## config.mk

```make
export PLATFORM = sky130hd
export DESIGN_NAME = async_fifo_rptr_empty
export DESIGN_NICKNAME = d
export VERILOG_FILES = /design/src/rtl/async_fifo_pkg.sv /design/src/rtl/async_fifo_rptr_empty.sv
export SDC_FILE = /design/constraint.sdc
export NUM_CORES = 1
export LEC_CHECK = 0
export BUFFER_PORTS_ARGS = -buffer_cell sky130_fd_sc_hd__buf_2
export CAP_MARGIN = 5
export CORE_AREA = 2 2 39 41
export DETAILED_ROUTE_END_ITERATION = 6
export DIE_AREA = 0 0 41 43
export PLACE_DENSITY = 0.6
export SYNTH_ARGS = -nofsm -noshare
export SYNTH_HDL_FRONTEND = slang
export SYNTH_SLANG_ARGS = --single-unit
```

## constraint.sdc

```tcl
create_clock -name clk -period 4.2 [get_ports clk]
set_clock_uncertainty 0.2 [all_clocks]
set_input_delay 1.26 -clock clk [delete_from_list [all_inputs] [get_ports clk]]
set_output_delay 1.26 -clock clk [all_outputs]
set_load 0.01 [all_outputs]
```

## src/rtl/async_fifo_pkg.sv

```systemverilog
// Shared helpers for the async FIFO pointer stages: Gray/binary conversion and
// sizing derived from the RAM address width.
package async_fifo_pkg;

    localparam int MAX_PW             = 32;
    localparam int DEFAULT_ADDR_WIDTH = 2;
    localparam int DEPTH              = 2 ** DEFAULT_ADDR_WIDTH;
    localparam int PW                 = DEFAULT_ADDR_WIDTH + 1;

    function automatic int depth_of(input int addr_width);
        return 2 ** addr_width;
    endfunction

    function automatic int pw_of(input int addr_width);
        return addr_width + 1;
    endfunction

    // Callers zero-extend narrower pointers, so the unused upper bits stay zero.
    function automatic logic [MAX_PW-1:0] bin2gray(input logic [MAX_PW-1:0] bin);
        return bin ^ (bin >> 1);
    endfunction

    // XOR prefix from the MSB downward.
    function automatic logic [MAX_PW-1:0] gray2bin(input logic [MAX_PW-1:0] gray);
        logic [MAX_PW-1:0] bin;
        bin[MAX_PW-1] = gray[MAX_PW-1];
        for (int i = MAX_PW - 2; i >= 0; i--) begin
            bin[i] = bin[i+1] ^ gray[i];
        end
        return bin;
    endfunction

endpackage

```

## src/rtl/async_fifo_rptr_empty.sv

```systemverilog
// Read-domain pointer stage of the async FIFO: read binary/Gray pointers,
// RAM read address, empty/almost-empty/level status and underflow pulse.
module async_fifo_rptr_empty
    import async_fifo_pkg::*;
#(
    parameter int ADDR_WIDTH      = 2,
    parameter int ALMOST_EMPTY_TH = 1
) (
    input  logic                  clk,
    input  logic                  nrst,
    input  logic                  rd_en,
    input  logic [ADDR_WIDTH:0]   rq_wptr_gray,
    output logic [ADDR_WIDTH-1:0] rd_addr,
    output logic [ADDR_WIDTH:0]   rd_ptr_gray,
    output logic                  empty,
    output logic                  almost_empty,
    output logic [ADDR_WIDTH:0]   rd_level,
    output logic                  rd_underflow
);

    localparam int P_W = pw_of(ADDR_WIDTH);
    localparam logic [P_W-1:0] AE_TH = P_W'(ALMOST_EMPTY_TH);

    logic [P_W-1:0] rbin;
    logic [P_W-1:0] rbin_next;
    logic [P_W-1:0] rgray_next;
    logic [P_W-1:0] wbin;
    logic [P_W-1:0] level_next;
    logic           pop;

    // pop uses the registered empty so the synchronized write pointer never
    // reaches the pointer increment combinationally.
    always_comb begin
        pop        = rd_en & ~empty;
        rbin_next  = rbin + {{(P_W-1){1'b0}}, pop};
        rgray_next = P_W'(bin2gray(MAX_PW'(rbin_next)));
        wbin       = P_W'(gray2bin(MAX_PW'(rq_wptr_gray)));
        level_next = wbin - rbin_next;
    end

    always_ff @(posedge clk) begin
        if (!nrst) begin
            rbin         <= '0;
            rd_ptr_gray  <= '0;
            empty        <= 1'b1;
            almost_empty <= 1'b1;
            rd_level     <= '0;
            rd_underflow <= 1'b0;
        end else begin
            rbin         <= rbin_next;
            rd_ptr_gray  <= rgray_next;
            empty        <= (rgray_next == rq_wptr_gray);
            almost_empty <= (level_next <= AE_TH);
            rd_level     <= level_next;
            rd_underflow <= rd_en & empty;
        end
    end

    assign rd_addr = rbin[ADDR_WIDTH-1:0];

endmodule

```

# After elaboration in Yosys (flattened, before gate mapping)

Cells that the tools add are included.
Widths: inputs -> output; s select.

Input bits: 6
Word-level logic and storage cells: 16
Register bits after elaboration: 12

Equality and inequality tests: 1
Magnitude comparators: 1
Bitwise gates (word level): 6
Add/subtract/negate cells: 2

Operators with widths:

| operator           | count |
|---|---|
| $add 3x1->3        | 1 |
| $eq 3x3->1         | 1 |
| $le 3x1->1 const B | 1 |
| $sub 3x3->3        | 1 |
| $xor 3x2->3        | 1 |
| $and 1x1->1        | 2 |
| $xor 1x1->1        | 2 |
| $not 1->1          | 1 |

# Depth between registers and ports, before layout

Depth after elaboration: 5
Depth in mapped cells: 8
Gate-level depth less buffers: 8

# Least setup slack after synthesis

No wires, ideal clock.

Path type: input to register
Start: in rd_en
End: reg almost_empty
Data arrival time: 2.708 ns
Library setup time: 0.117 ns
Setup slack: 1.175 ns
Data required time: 3.883 ns
Buffers on the path: 0
Stages on the path: 8
Path through: nor2b_1 -> ha_1 -> ha_1 -> inv_1 -> fa_1 -> nand2b_1 -> mux2i_1 -> nor2_1

Longest elaborated chain between the ends: 4

Ends and longest elaborated chain:

| item                   | RTL line                    | RTL |
|---|---|---|
| from (decl)            | async_fifo_rptr_empty.sv:11 | `input logic rd_en,` |
| $and 1x1->1            | async_fifo_rptr_empty.sv:34 | `pop = rd_en & ~empty;` |
| $add 3x1->3            | async_fifo_rptr_empty.sv:35 | `rbin_next = rbin + {{(P_W-1){1'b0}}, pop};` |
| named net rbin_next[1] | async_fifo_rptr_empty.sv:25 | `logic [P_W-1:0] rbin_next;` |
| $sub 3x3->3            | async_fifo_rptr_empty.sv:38 | `level_next = wbin - rbin_next;` |
| $le 3x1->1             | async_fifo_rptr_empty.sv:53 | `almost_empty <= (level_next <= AE_TH);` |
| to (signal assigned)   | async_fifo_rptr_empty.sv:53 |  |
| to (decl)              | async_fifo_rptr_empty.sv:16 | `output logic almost_empty,` |

The timed path passes the listed nets, and every way through them passes these cells.
A chain may end at the register's enable or synchronous reset.

# Worst setup path in the final report

Ends and elaborated chain as after synthesis.

==> impl_metrics.py <==
metrics = {
    "yosys": {
        "synth_area_per_cell_um2": 12.0,
        "synth_fp_nets": 50,
        "synthArstFlopShare": 0,
        "syn_area_um2": 480,
        "synth_cells": 40,
        "synth.distinct_cells": 19,
        "yosysSeqAreaShare": 0.458,
        "ys.warnings.count": 0,
        "ys.flop_type": "dfxtp_1",
        "synth_edf_count": 0,
        "synth_seq_cells": 11,
    },
    "final_layout": {
        "final_util": 0.436,
        "regArea_um2": 220,
        "syn_to_final_growth_pct": 25.5,
        "stdcell_count": 75,
        "multi_input_area_um2": 249,
        "nFillCells": 142,
        "num_antenna_cells": 0,
        "drive_above_1_share": 0.373,
        "fin_nets": 70,
    },
    "setup_path": {
        "crit_path_top_delay_cell": "fa_1",
        "worstPathMaxFanout": 5,
        "path_cells": "buf_2, nor2b_1, ha_1, ha_1, inv_1, fa_1, nand2b_1, mux2i_1, nor2_1",
        "worstPathRequired_ns": 4.15,
        "cp.arrival_ns": 2.92,
        "crit_path_end_kind": "register",
        "crit_top_cell": "ha_1",
        "slowest_delay_ns": 0.43,
        "cp-start-kind": "input pin",
        "critPathKind": "in -> reg",
    },
    "drt": {
        "routed_wl_um": 721,
        "drc": 0,
        "initialDrtViolationCount": 0,
        "wl_per_cell_um": 9.61,
        "first_pass_iters": 1,
        "ant_nets": 0,
        "via_count": 321,
        "vias_per_cell": 4.28,
    },
    "clocking": {
        "cts_tree": "done",
        "cts-htree-levels": 1,
        "max-clock-path-buffers": 2,
        "cts_resized": 0,
        "cts_hold_repair.buffers": 0,
        "clkSinkCount": 11,
        "ctsRootBufferMaster": "clkbuf_4",
        "cts_setup_buffers": 0,
        "numCtsBuffers": 3,
        "path_clk_slew_ns": 0.07,
        "clk_latency_ns": 0.26,
    },
    "power": {
        "leakage_nw": 0.312,
        "powerDensity_mw_per_mm2": 398,
        "vdd_drop_max_uv": 101,
        "fin_total_pwr_mw": 0.240,
    },
    "die": {
        "dieArea_mm2": 0.00176,
        "rows": 14,
        "die_h_um": 43,
        "start_util": 0.347,
        "io_pins": 17,
        "die_x_um": 41,
        "core_area_mm2": 0.00138,
    },
    "placement": {
        "io_buffer_count": 16,
        "hpwl_um": 587,
        "dp_cells": 71,
        "globalplace.congestion": 0.715,
        "dpl_worst_slack_ns": 0.925,
    },
    "sta": {
        "slew_headroom": 0.753,
        "rsz0062_at_grt": "false",
        "setup_ws_ns": 1.23,
        "hold_viol": 0,
        "setup_viol": 0,
        "fin_crit_ns": 2.97,
        "finalCritPeriodShare": 0.707,
        "clock.fmax_ghz": 0.337,
        "final_max_slew_viol_count": 0,
        "final.setup.tns_ns": 0,
        "tightest_slew_ns": 0.368,
    },
    "global_routing": {
        "overflow": 0,
        "grt_pass1_vias": 292,
        "antenna_found_initial": 0,
        "grtUsageTotal": 0.0972,
        "grt_pass1_wl_um": 1080,
        "grt_max_degree": 12,
    },
    "status": {
        "status": "finished, final reports clean",
    },
    "hold_path": {
        "hold_path_class": "reg -> reg",
    },
    "run": {
        "maxCapViolCount": 0,
    },
}
[routing by layer]
| layer | GRT usage | vias up | routed length (um) |
|---|---|---|---|
| met5 | 0 | - | 0 |
| met4 | 0.100 | 0 | 22 |
| met3 | 0.0157 | 4 | 32 |
| met2 | 0.144 | 11 | 347 |
| met1 | 0.106 | 143 | 318 |
| li1 | - | 163 | - |
[power breakdown]
group          internal [mW]  leakage, nW  switching [mW]
sequential             0.116       0.0909         0.00312
clock                 0.0367       0.0150          0.0320
combinational         0.0257        0.206          0.0264
[final timing paths]
check / from / to / slack, ns / cells past startpoint
hold / removal: empty / rd_underflow / 0.32 / 1
setup / recovery: rd_en / almost_empty / 1.23 / 9
hold reg to reg: empty / rd_underflow / 0.32 / 1
setup reg to reg: empty / almost_empty / 2.06 / 8
[synthesized netlist by cell type, types with 2 or more instances]
library cell,count,area [um2]
ha_1,3,37.5
xnor2_1,3,26.3
nor2b_1,2,12.5
inv_1,2,7.51
dfxtp_1,11,220
and2_1,4,25.0
xor2_1,3,26.3
[kinds of logic after synthesis]
family,after synthesis,synth area share
multiplexers,1,0.0208
buffers and inverters,3,0.0234
adder cells (fa/ha/maj),4,0.120
flip-flops,11,0.458
AND/OR/NAND/NOR,12,0.154
AO/OA/AOI/OAI,1,0.0156
XOR/XNOR,8,0.208
[cell type report]
type                            count  area share
Multi-Input combinational cell     26       0.413
Sequential cell                    11       0.365
Tap cell                           16      0.0332
Timing Repair Buffer               16       0.133
Inverter                            2      0.0124
Clock buffer                        4      0.0436
[state kept, by name, indices dropped and copies added (netlist names)]
register / cells
almost_empty: 1
empty: 1
rbin: 2
rd_level: 3
rd_ptr_gray: 3
rd_underflow: 1
[cells in the final DEF (no fill, tap or decap), drive strengths merged]
master  netlist  layout
clkbuf        1       4
xnor3         1       1
nand2b        1       1
and2b         1       1
ha            3       3
and3          1       1
nor2b         2       2
nand2         1       1
o31ai         1       1
xnor2         3       3
nor2          1       1
dfxtp        11      11
xor2          3       3
and2          5       5
fa            1       1
xor3          1       1
mux2i         1       1
inv           2       2
buf           0      16
[worst max-delay path: cells and delay by family]
family                   cells  cell delay, ns
AND/OR/NAND/NOR              3            0.33
multiplexers                 1            0.17
adder cells (fa/ha/maj)      3            0.98
buffers and inverters        2            0.19
[stage by stage]
step	instance area [um2]	hold WS, ns
2_1_floorplan	480	0.337
3_3_place_gp	577	0.294
3_5_place_dp	577	0.316
4_1_cts	603	0.328
5_1_grt	603	0.337
6_report	603	0.319
(Power assumes the default switching activity.)
